--- src/rtl/pipe_hazard_tracker_pkg.sv ---
// Shared types and defaults for the integer-pipeline hazard tracker.
// Latency: n/a (types and constants only).
// Backpressure: n/a.
package pipe_hazard_tracker_pkg;

    // Widest register id a shadow tag can carry; narrower ids are zero-extended.
    localparam int TAG_RD_W = 8;

    // Result-latency defaults, shared with the data path.
    localparam int DEF_REG_ID_W = 3;
    localparam int DEF_NSTAGE   = 3;
    localparam int DEF_ALU_LAT  = 1;
    localparam int DEF_LOAD_LAT = 2;
    localparam int DEF_FLAG_LAT = 1;
    localparam int DEF_CNT_W    = 16;

    // Destination tag carried alongside each instruction after ID.
    typedef struct packed {
        logic                valid;
        logic [TAG_RD_W-1:0] rd;
        logic                wen;
        logic                is_load;
        logic                sets_flags;
    } pipe_tag_t;

    // Forward select width: 0 = register file, 1..NSTAGE = pipeline registers.
    function automatic int fwd_sel_w(input int nstage);
        return $clog2(nstage + 1);
    endfunction

endpackage

--- src/rtl/pipe_hazard_tracker_tag_shift.sv ---
// Shadow pipeline of destination tags, stage 1 (EX) .. NSTAGE (WB).
// Latency: 1 cycle per stage; the tag moves one stage every clock.
// Backpressure: none; a non-issued slot enters stage 1 as an invalid bubble.
module pipe_tag_shift
    import pipe_hazard_tracker_pkg::*;
#(
    parameter int NSTAGE = DEF_NSTAGE
) (
    input  logic                     clk,
    input  logic                     rst,
    input  logic                     issue,
    input  pipe_tag_t                in_tag,
    output pipe_tag_t [NSTAGE:1]     tags
);

    pipe_tag_t [NSTAGE:1] tag_q;

    // Advance every entry one stage; stage 1 takes the ID tag or a bubble.
    always_ff @(posedge clk or negedge rst) begin
        if (!rst) begin
            tag_q <= '0;
        end else begin
            tag_q[1] <= issue ? in_tag : '0;
            for (int k = 2; k <= NSTAGE; k++) begin
                tag_q[k] <= tag_q[k-1];
            end
        end
    end

    assign tags = tag_q;

endmodule

--- src/rtl/pipe_hazard_tracker.sv ---
// Stall/bubble decision for ID and registered EX forward selects for an N-stage pipeline.
// Latency: stall/enables combinational from ID; fwd_a/fwd_b valid one cycle after issue.
// Backpressure: stall holds PC and IF/ID and bubbles ID/EX; flush overrides stall.
module pipe_hazard_tracker
    import pipe_hazard_tracker_pkg::*;
#(
    parameter int REG_ID_W = DEF_REG_ID_W,
    parameter int NSTAGE   = DEF_NSTAGE,
    parameter int ALU_LAT  = DEF_ALU_LAT,
    parameter int LOAD_LAT = DEF_LOAD_LAT,
    parameter int FLAG_LAT = DEF_FLAG_LAT,
    parameter int CNT_W    = DEF_CNT_W,
    parameter int SELW     = fwd_sel_w(NSTAGE)
) (
    input  logic                clk,
    input  logic                rst,
    input  logic                id_valid,
    input  logic [REG_ID_W-1:0] id_rs1,
    input  logic [REG_ID_W-1:0] id_rs2,
    input  logic                id_rs1_use,
    input  logic                id_rs2_use,
    input  logic [REG_ID_W-1:0] id_rd,
    input  logic                id_wen,
    input  logic                id_is_load,
    input  logic                id_sets_flags,
    input  logic                id_uses_flags,
    input  logic                flush,
    output logic                if_id_write_en,
    output logic                pc_write_en,
    output logic                ctrl_en,
    output logic [SELW-1:0]     fwd_a,
    output logic [SELW-1:0]     fwd_b,
    output logic [CNT_W-1:0]    stall_count
);

    pipe_tag_t [NSTAGE:1] tags;
    pipe_tag_t            id_tag;
    logic [SELW:0]        pick_a;
    logic [SELW:0]        pick_b;
    logic                 flag_haz;
    logic                 stall;
    logic                 issue;

    // Scan oldest to youngest so the youngest matching producer decides.
    // Returns {hazard, select}; a producer still inside its latency stalls,
    // one that has produced is forwarded unless it is already writing back.
    function automatic logic [SELW:0] pick_src(
        input pipe_tag_t [NSTAGE:1] t,
        input logic                 used,
        input logic [REG_ID_W-1:0]  src
    );
        logic            haz;
        logic [SELW-1:0] sel;
        int              lat;
        haz = 1'b0;
        sel = '0;
        for (int k = NSTAGE; k >= 1; k--) begin
            lat = t[k].is_load ? LOAD_LAT : ALU_LAT;
            if (used && t[k].valid && t[k].wen && t[k].rd == TAG_RD_W'(src)) begin
                haz = (k < lat);
                sel = (k >= lat && k < NSTAGE) ? SELW'(k + 1) : '0;
            end
        end
        return {haz, sel};
    endfunction

    // Pack the ID instruction into the tag that will enter stage 1.
    always_comb begin
        id_tag            = '0;
        id_tag.valid      = 1'b1;
        id_tag.rd         = TAG_RD_W'(id_rd);
        id_tag.wen        = id_wen;
        id_tag.is_load    = id_is_load;
        id_tag.sets_flags = id_sets_flags;
    end

    pipe_tag_shift #(
        .NSTAGE (NSTAGE)
    ) u_tag_shift (
        .clk    (clk),
        .rst    (rst),
        .issue  (issue),
        .in_tag (id_tag),
        .tags   (tags)
    );

    // Source-register and flag hazard detection; flags are never forwarded.
    always_comb begin
        pick_a   = pick_src(tags, id_rs1_use, id_rs1);
        pick_b   = pick_src(tags, id_rs2_use, id_rs2);
        flag_haz = 1'b0;
        for (int k = 1; k <= NSTAGE; k++) begin
            if (k < FLAG_LAT && tags[k].valid && tags[k].sets_flags) begin
                flag_haz = 1'b1;
            end
        end
        flag_haz = flag_haz & id_uses_flags;
    end

    assign stall          = id_valid & ~flush & (pick_a[SELW] | pick_b[SELW] | flag_haz);
    assign issue          = id_valid & ~stall & ~flush;
    assign if_id_write_en = ~stall;
    assign pc_write_en    = ~stall;
    assign ctrl_en        = ~(stall | flush);

    // Forward selects follow the instruction into EX; bubbles read the RF.
    always_ff @(posedge clk or negedge rst) begin
        if (!rst) begin
            fwd_a <= '0;
            fwd_b <= '0;
        end else if (issue) begin
            fwd_a <= pick_a[SELW-1:0];
            fwd_b <= pick_b[SELW-1:0];
        end else begin
            fwd_a <= '0;
            fwd_b <= '0;
        end
    end

    // Saturating count of cycles spent stalled.
    always_ff @(posedge clk or negedge rst) begin
        if (!rst) begin
            stall_count <= '0;
        end else if (stall && stall_count != {CNT_W{1'b1}}) begin
            stall_count <= stall_count + 1'b1;
        end
    end

endmodule
--- config.mk ---
export PLATFORM = sky130hd
export DESIGN_NAME = pipe_hazard_tracker
export DESIGN_NICKNAME = d
export VERILOG_FILES = /design/src/rtl/pipe_hazard_tracker_pkg.sv /design/src/rtl/pipe_hazard_tracker_tag_shift.sv /design/src/rtl/pipe_hazard_tracker.sv
export SDC_FILE = /design/constraint.sdc
export NUM_CORES = 1
export LEC_CHECK = 0
export ABC_AREA = 1
export CORE_MARGIN = 2
export CORE_UTILIZATION = 49
export DETAILED_ROUTE_END_ITERATION = 10
export GPL_TIMING_DRIVEN = 1
export HOLD_SLACK_MARGIN = 0.08
export PLACE_DENSITY = 0.77
export SLEW_MARGIN = 15
export SYNTH_ARGS = -nofsm -noshare
export SYNTH_HDL_FRONTEND = slang
export SYNTH_HIERARCHICAL = 1
export SYNTH_SLANG_ARGS = --single-unit
--- constraint.sdc ---
create_clock -name clk -period 1.5 [get_ports clk]
set_input_delay 0.3 -clock clk [delete_from_list [all_inputs] [get_ports clk]]
set_output_delay 0.3 -clock clk [all_outputs]
set_load 0.02 [all_outputs]
==> metrics <==
Final period util 121%; Clock Tree Root clkbuf_8; nets@finish 381; vias in the first global route 1838; Critical Path Sink if_id_write_en; worst r2r dst stall_count[0]$_DFFE_PN0P_; GR peak layer met2; DIE AREA between 0.004 and 0.005 sq mm; routing usage on met2 between 30% and 40%; slowest stage delay, CP 0.54 ns; RD Place Congestion between 0.9 and 1; FMAX between 500 and 600 MHz; layout cells sized above 1 between 20 and 30%; largest net degree at the start of global routing 42; CP max FO 3; Max Cap Viol 0; cts bufs inserted 5; Cells after DPL 403; P_leak 1.65 nW; Crit-path slowest cell clkdlybuf4s50_1; Worst EP required approximately 1.2 ns; First DRT Iteration DRCs 65; Worst-path clk slew about 0.09 ns; Row Count 24; GRT Overall Usage around a fifth; Final Hold Fails 0; Worst Setup End Kind primary output; vias 1925; reg2reg setup slack -0.12 ns; Antenna Violating Nets Remaining 0; Crit Reg-Reg Startpoint u_tag_shift/tags[3]$_DFF_PN0_; Non-Filler Instances around 410; P&R area growth vs syn 39.1%; DR DRC count 0; Cell Chain, Critical Path clkdlybuf4s50_1, nand3_2, nor2_2, nand3_1, nand2_2, nand3_4, buf_6; # IOs 42; Initial Utilization 50.1%; Max VDD drop slightly below 0.5 mV; CTS tree done; failing checks setup timing; maximum clock path buffer count 2; outcome finished, violations left; HP Class register to register; core area around 0.0043 sq mm; WS Path Type input port to primary output; GR Layer Usage met3 about 4.3%; pre-CTS WS -0.780 ns; I/O Buffers 39; initial antenna violation count 0; Setup WS post-layout -0.316 ns; vias per cell 4.65; latest clock arrival within the worst-skew pair about 0.3 ns; critical path launch point type input port; routed wire length around 4500 um; WHS ~0.4 ns; warning count from the yosys run 6; Max Slew Vio Count 0; chip width ~70 um; RSZ-0062 raised after global routing yes; Ant. Diodes 0; Worst Hold Launch u_tag_shift/tags[2]$_DFF_PN0_; global route overflow 0; setup violators final 19; First-pass DRT Iterations 4; Pwr per Cell Area about 700 mW/mm^2; Setup Skew around 0.0024 ns; Clock Sink Count 41; hpwl dp 3330 um; GR Util met1 27.4%; global-route wire length before repair about 7900 um; Die Y about 70 um; crit path from id_rs1_use; H-tree depth 2; Setup TNS -2.17 ns; R2R depth 12; drt wl/cell about 11 um; syn_area_per_cell between 7 and 8 sq um; minimum clock period between 1.5 and 2 ns; Synth Instances between 200 and 300; Syn Std Cell Area around 0.0022 sq mm; Critical Path AT between 1.5 and 2 ns
## worst max-delay path: cells and delay by family
family,cells,cell delay [ns]
buf+inv,2,0.69
simple gates,5,0.53
## flip-flops by register name, indices dropped and copies added, names as in the netlist
| register | flops |
|---|---|
| fwd_a | 2 |
| fwd_b | 2 |
| stall_count | 16 |
| u_tag_shift/tags | 21 |
## how the worst min path moves through the flow
stage                                           to  cells past startpoint
floorplan                       fwd_a[0]$_DFF_PN0_                      0
global placement     u_tag_shift/tags[5]$_DFF_PN0_                      2
detailed placement   u_tag_shift/tags[3]$_DFF_PN0_                      2
CTS                 u_tag_shift/tags[20]$_DFF_PN0_                      0
global route        u_tag_shift/tags[18]$_DFF_PN0_                      0
finish              u_tag_shift/tags[14]$_DFF_PN0_                      0
## stage by stage
step	util, %	instance area [sq um]	power, mW
floorplan	-	2180	1.24
global placement	65.0	2790	1.35
detailed placement	65.0	2790	1.35
CTS	68.2	2930	2.14
global route	69.7	2990	2.23
finish	69.7	2990	2.12
## timing repair
| item | 4_1_cts | 5_1_grt |
|---|---|---|
| hold buffers | 1 | 0 |
| pin swaps | 8 | 13 |
| hold endpoints to repair | 41 | 0 |
| setup buffers | 1 | 2 |
| endpoints found under the setup margin | 41 | 29 |
| gates resized for setup | 60 | 30 |
## area by class of cell
type	count	area, sq um
Fill cell	350	1300
Tap cell	52	65.1
Inverter	53	211
Sequential cell	41	1030
Multi-Input combinational cell	194	1020
Clock inverter	3	28.8
Timing Repair Buffer	66	573
Clock buffer	5	68.8
## placed cells by master (no fill, tap or decap), types with 4 or more instances in the layout
master	count
buf_4	25
clkbuf_8	5
clkdlybuf4s50_1	9
conb_1	6
dfrtp_1	38
dlygate4sd2_1	23
inv_1	42
inv_2	8
nand2_1	76
nand2_2	15
nand3_1	12
nand4_1	6
nor2_1	31
nor2_2	9
nor3_1	5
o21ai_1	5
xor2_1	4
## metal layers
layer	vias up	wire (um)
met1	880	2130
met4	0	43
li1	1008	-
met3	4	147
met2	33	2170
met5	-	0
## where the power goes
group,leakage (nW),internal (mW),switching (mW),total (mW)
combinational,1.06,0.0931,0.102,0.195
sequential,0.547,1.13,0.0170,1.14
clock,0.0511,0.351,0.435,0.786
(Power assumes the default switching activity.)
